<file path="config.mk">
export PLATFORM = sky130hd
export DESIGN_NAME = mul_inv_div_seq
export DESIGN_NICKNAME = d
export VERILOG_FILES = /design/src/rtl/mul_inv_div_seq.sv
export SDC_FILE = /design/constraint.sdc
export NUM_CORES = 1
export LEC_CHECK = 0
export ABC_AREA = 1
export BUFFER_PORTS_ARGS = -buffer_cell sky130_fd_sc_hd__buf_2
export CELL_PAD_IN_SITES_DETAIL_PLACEMENT = 1
export CELL_PAD_IN_SITES_GLOBAL_PLACEMENT = 2
export CORE_MARGIN = 5
export CORE_UTILIZATION = 31
export CTS_BUF_LIST = sky130_fd_sc_hd__clkbuf_4 sky130_fd_sc_hd__clkbuf_8
export DETAILED_ROUTE_END_ITERATION = 8
export PLACE_DENSITY_LB_ADDON = 0.1
export SLEW_MARGIN = 20
export SYNTH_ARGS = -nofsm -noshare
export SYNTH_HDL_FRONTEND = slang
export SYNTH_SLANG_ARGS = --single-unit
</file>
<file path="constraint.sdc">
create_clock -name clk -period 1.5 [get_ports clk]
set_input_delay 0.075 -clock clk [delete_from_list [all_inputs] [get_ports clk]]
set_output_delay 0.075 -clock clk [all_outputs]
set_load 0.005 [all_outputs]
</file>
<file path="src/rtl/mul_inv_div_seq.sv">
// Sequential restoring divider that inverts the approximate multipliers.
// It takes a 2*WIDTH-bit product word and one known WIDTH-bit factor. It
// recovers the other factor and a remainder. A nonzero remainder, or a
// quotient the caller did not expect, shows that the product was approximated.
//
// Handshake: valid/ready on both sides, with one operation in flight at a time.
//
// state | meaning
// ------+-----------------------------------------------------------------
// IDLE  | in_ready=1, waiting for in_valid; result registers keep last value
// BUSY  | one restoring shift/subtract step per cycle, N steps in total
// DONE  | out_valid=1, result held until out_ready is seen at an edge
module mul_inv_div_seq #(
  parameter int WIDTH = 2
) (
  input  logic               clk,
  input  logic               rst_n,
  input  logic               in_valid,
  output logic               in_ready,
  input  logic [2*WIDTH-1:0] dividend,
  input  logic [WIDTH-1:0]   divisor,
  output logic               out_valid,
  input  logic               out_ready,
  output logic [2*WIDTH-1:0] quotient,
  output logic [WIDTH-1:0]   remainder,
  output logic               exact,
  output logic               dbz
);

  localparam int N  = 2 * WIDTH;
  localparam int CW = (N > 1) ? $clog2(N) : 1;

  localparam logic [1:0] IDLE = 2'd0;
  localparam logic [1:0] BUSY = 2'd1;
  localparam logic [1:0] DONE = 2'd2;

  logic [1:0]       state;
  // After every step the partial remainder is below the divisor, so WIDTH
  // bits are enough to hold it. Only the trial value needs the extra bit.
  logic [WIDTH-1:0] r;
  logic [N-1:0]     q;
  logic [CW-1:0]    cnt;
  logic [WIDTH-1:0] dvs;

  logic [WIDTH:0]   t;
  logic             ge;
  logic [WIDTH:0]   r_next;
  logic [N-1:0]     q_next;

  // One restoring step: shift the next dividend bit into the partial
  // remainder, then subtract the divisor when the result fits.
  always_comb begin
    t      = {r, q[N-1]};
    ge     = (t >= {1'b0, dvs});
    r_next = ge ? (t - {1'b0, dvs}) : t;
    q_next = {q[N-2:0], ge};
  end

  // Handshake outputs decode the registered state only. This keeps any
  // input-to-output path from being combinational.
  assign in_ready  = (state == IDLE);
  assign out_valid = (state == DONE);

  // FSM, iteration registers and result registers.
  always_ff @(posedge clk) begin
    if (!rst_n) begin
      state     <= IDLE;
      r         <= '0;
      q         <= '0;
      cnt       <= '0;
      dvs       <= '0;
      quotient  <= '0;
      remainder <= '0;
      exact     <= 1'b0;
      dbz       <= 1'b0;
    end else begin
      case (state)
        IDLE: begin
          if (in_valid) begin
            dvs <= divisor;
            if (divisor == '0) begin
              // Divide by zero skips the iteration and reports a saturated quotient.
              quotient  <= '1;
              remainder <= '0;
              exact     <= 1'b0;
              dbz       <= 1'b1;
              state     <= DONE;
            end else begin
              r     <= '0;
              q     <= dividend;
              cnt   <= CW'(N - 1);
              state <= BUSY;
            end
          end
        end
        BUSY: begin
          r   <= r_next[WIDTH-1:0];
          q   <= q_next;
          cnt <= cnt - CW'(1);
          if (cnt == '0) begin
            quotient  <= q_next;
            remainder <= r_next[WIDTH-1:0];
            exact     <= (r_next == '0);
            dbz       <= 1'b0;
            state     <= DONE;
          end
        end
        DONE: begin
          if (out_ready) begin
            state <= IDLE;
          end
        end
        default: begin
          state <= IDLE;
        end
      endcase
    end
  end

endmodule

</file>
==> metrics.md <==
| Metric | Value |
|---|---|
| Setup Skew | `5.16 ps` |
| Compound-gate portion of the synthesized area | `14.1%` |
| Reg2Reg Capture Point | `exact` |
| Worst path slowest cell | `fa_2` |
| Slew @ Worst Pin | `321 ps` |
| Hold worst-path end | `state[1]` |
| Slew headroom | `78.6%` |
| Net Count, Synth | `152` |
| Dpl hpwl | `1880 um` |
| Setup WS pre-CTS | `-9.06 ps` |
| Post-synthesis sequential area ratio | `40.3%` |
| Busiest grt layer | `met2` |
| Final setup vio count | `0` |
| Clock transition at the registers of the reported paths | `120 ps` |
| DRC violations left | `0` |
| Core outline area | `3050 sq um` |
| RR Startpoint | `q[3]` |
| Total setup buffers inserted after CTS | `0` |
| Met3 GRT Util | `2.70%` |
| Maximum clock frequency | `682 MHz` |
| Boundary pin count | `20` |
| Total grt overflow | `0` |
| Cell area power density | `1460 nW/um^2` |
| Min-Delay Path Class | `in2reg` |
| Crit share post-route | `97.8%` |
| Layout cells sized above 1 | `33.3%` |
| GPL Wtd Cong | `0.823` |
| Setup ws final | `33.7 ps` |
| Adder-Cell Fraction of Synth Area | `5.79%` |
| Detailed Route Iter0 Violations | `16` |
| Hold Crit Depth | `4` |
| Area Growth Syn to Fin | `21.0%` |
| WHS | `2.64 ps` |
| Fraction of the mapped netlist area in simple logic gates | `27.8%` |
| Clk root buf | `clkbuf_4` |
| Routed via count | `908` |
| Vias per inst | `4.47` |
| IR Drop Worst-Case VDD | `0.421 mV` |
| Largest net degree at the start of global routing | `14` |
| Mean post-synth cell area | `7.20 sq um` |
| ANT cells | `0` |
| First-pass GRT wire length | `4080 um` |
| Worst-Skew Late Latency | `300 ps` |
| Max Transition Viols Final | `0` |
| Crit path kind | `reg2reg` |
| PortBufs | `19` |
| Largest family of logic cells by synthesized area | `simple AND/OR/NAND/NOR gates` |
| Post-Syn Instances | `138` |
| CTS tree | `built` |
| Initial core utilization | `32.5%` |
| P_leak | `0.570 nW` |
| H-tree depth | `1` |
| Min cycle time layout | `1470 ps` |
| Synth Area in XOR/XNOR | `0%` |
| Hold Vio Cnt, Final | `0` |
| R2r worst-path depth | `7` |
| Post-route antenna net violation count | `0` |
| Distinct cells, synth | `18` |
| Vias in the first global route | `928` |
| Total Power | `1.76 mW` |
| Top-area cell type share of the netlist area | `40.3%` |
| Required @ worst endpoint | `1740 ps` |
| Critical path's largest stage delay | `560 ps` |
| Finished Cell Area | `1200 sq um` |
| Synthesized area | `993 sq um` |
| Number of detailed-route iterations in the first pass | `3` |
| Crit path max fanout | `2` |
| Internal reg-to-reg setup slack | `30 ps` |
| Die Height | `66.6 um` |
| Fin nets | `174` |
| Final instance count without filler cells | `203` |
| RSZ-0062 raised after global routing | `true` |
| Die Area | `4440 sq um` |
| Cts hold-fix bufs | `0` |
| Num CTS Buffers | `3` |
| Clock sinks | `20` |
| Met2 Use GR | `22.4%` |
| Routed wire length | `2400 um` |
| Hold Startpoint | `out_ready` |
| Post-synthesis mux area share | `0%` |
| Clock Tree Buf Depth | `2` |
| Seq cells post-synth | `20` |
| GR Util All Layers | `12.1%` |
| Status | `finished clean` |
| Leading area contributor after synthesis | `dfxtp_1` |
| Arrival time at the worst endpoint | `1710 ps` |
| Synthesis warning total | `0` |
| Max-cap violations | `0` |
| Synth area leaders | `dfxtp_1 40%, nand2_1 11%, inv_1 7.6%` |
| Avg WL per Cell | `11.8 um` |
| Met1 track demand over resource | `13.6%` |
| Die W | `66.6 um` |
| Placement row count | `20` |
| CP Launch Type | `register` |
| Placed cell areas | `1120 sq um` |
| Crit path cell chain | `inv_2, ha_4, fa_2, nand2_2, nand2_1, nand3_1, a21oi_1` |
| Initial antenna violation count | `0` |
| Crit path capture type | `register` |
| Placed insts | `199` |
sequential cells by signal (all words and copies together), names as in the netlist:
register and cells:
quotient 4, remainder 2, state 2, exact 1, dbz 1, q 4
dvs 2, cnt 2, r 2
per-layer routing:
| layer | vias to the layer above | share of wire, % |
|---|---|---|
| li1 | 476 | - |
| met1 | 412 | 45 |
| met2 | 16 | 50 |
| met3 | 4 | 3.9 |
| met4 | 0 | 1.2 |
| met5 | - | 0 |
worst max-delay path: cells and delay by family (launching register included):
family          cells  cell delay [ps]
compound gates      1              130
buf+inv             1               50
flops               1              350
fa+ha+maj           2              720
simple gates        3              160
power by group:
part / internal (mW) / switching (mW) / leakage, nW
Clock: 0.148 / 0.177 / 0.0210
Combinational: 0.274 / 0.448 / 0.384
Sequential: 0.647 / 0.0638 / 0.166
Total: 1.07 / 0.689 / 0.570
Yosys cell counts, drive strengths merged:
library cell and n:
o211ai 6, fa 1, buf 2, o21ai 6, nand3b 1, nand2 34, inv 25, a21oi 13
ha 3, nand3 6, nor2 19, dfxtp 20, or2 2
worst max-delay path by stage:
stage	end	cells after the start	from	slack, ps
2_1_floorplan	exact	8	q[3]	100
3_3_place_gp	exact	8	q[3]	30
3_5_place_dp	exact	8	q[3]	-9
4_1_cts	exact	7	q[3]	40
5_1_grt	exact	7	q[3]	-30
6_report	exact	7	q[3]	30
layout by cell type, fill, tap and decap left out:
master,Yosys,routed
a21oi_1,13,11
a21oi_2,0,2
buf_2,0,19
clkbuf_4,0,3
clkbuf_8,0,1
dfxtp_1,20,18
dfxtp_2,0,2
fa_2,0,1
ha_1,3,2
ha_4,0,1
inv_1,20,19
inv_2,4,5
inv_4,1,1
nand2_1,28,23
nand2_2,5,10
nand2_4,1,1
nand3_1,6,5
nand3_2,0,1
nand3b_1,1,1
nor2_1,16,15
nor2_2,3,4
o211ai_1,6,6
o21ai_0,6,6
or2_2,2,2
stage by stage:
step                      utilization [%]  TNS [ps]
after floorplan                         -         0
after global placement               36.7         0
after detailed placement             36.7     -9.06
after CTS                            38.1         0
after global routing                 39.4     -38.2
final                                39.4         0
cells by family (layout without fill, tap and decap cells):
logic type	after synthesis	after routing
AOI/OAI and AO/OA	25	25
adders and majority gates	4	4
buffers and inverters	27	48
DFF	20	20
and+or+nand+nor	62	62
final cells by class:
class | instances | area [sq um]
fillers | 417 | 1850
flip-flops and latches | 20 | 403
repair buffers | 19 | 95.1
clock buffers | 4 | 36.3
well taps | 44 | 55.1
multi-input cells | 91 | 517
inverters | 25 | 96.3
what timing repair did:
action / in CTS / in global routing
pin swaps: 0 / 6
gates resized for setup: 3 / 12
setup endpoints to repair: 1 / 5
No activity file was read; power rests on OpenSTA's default activity.
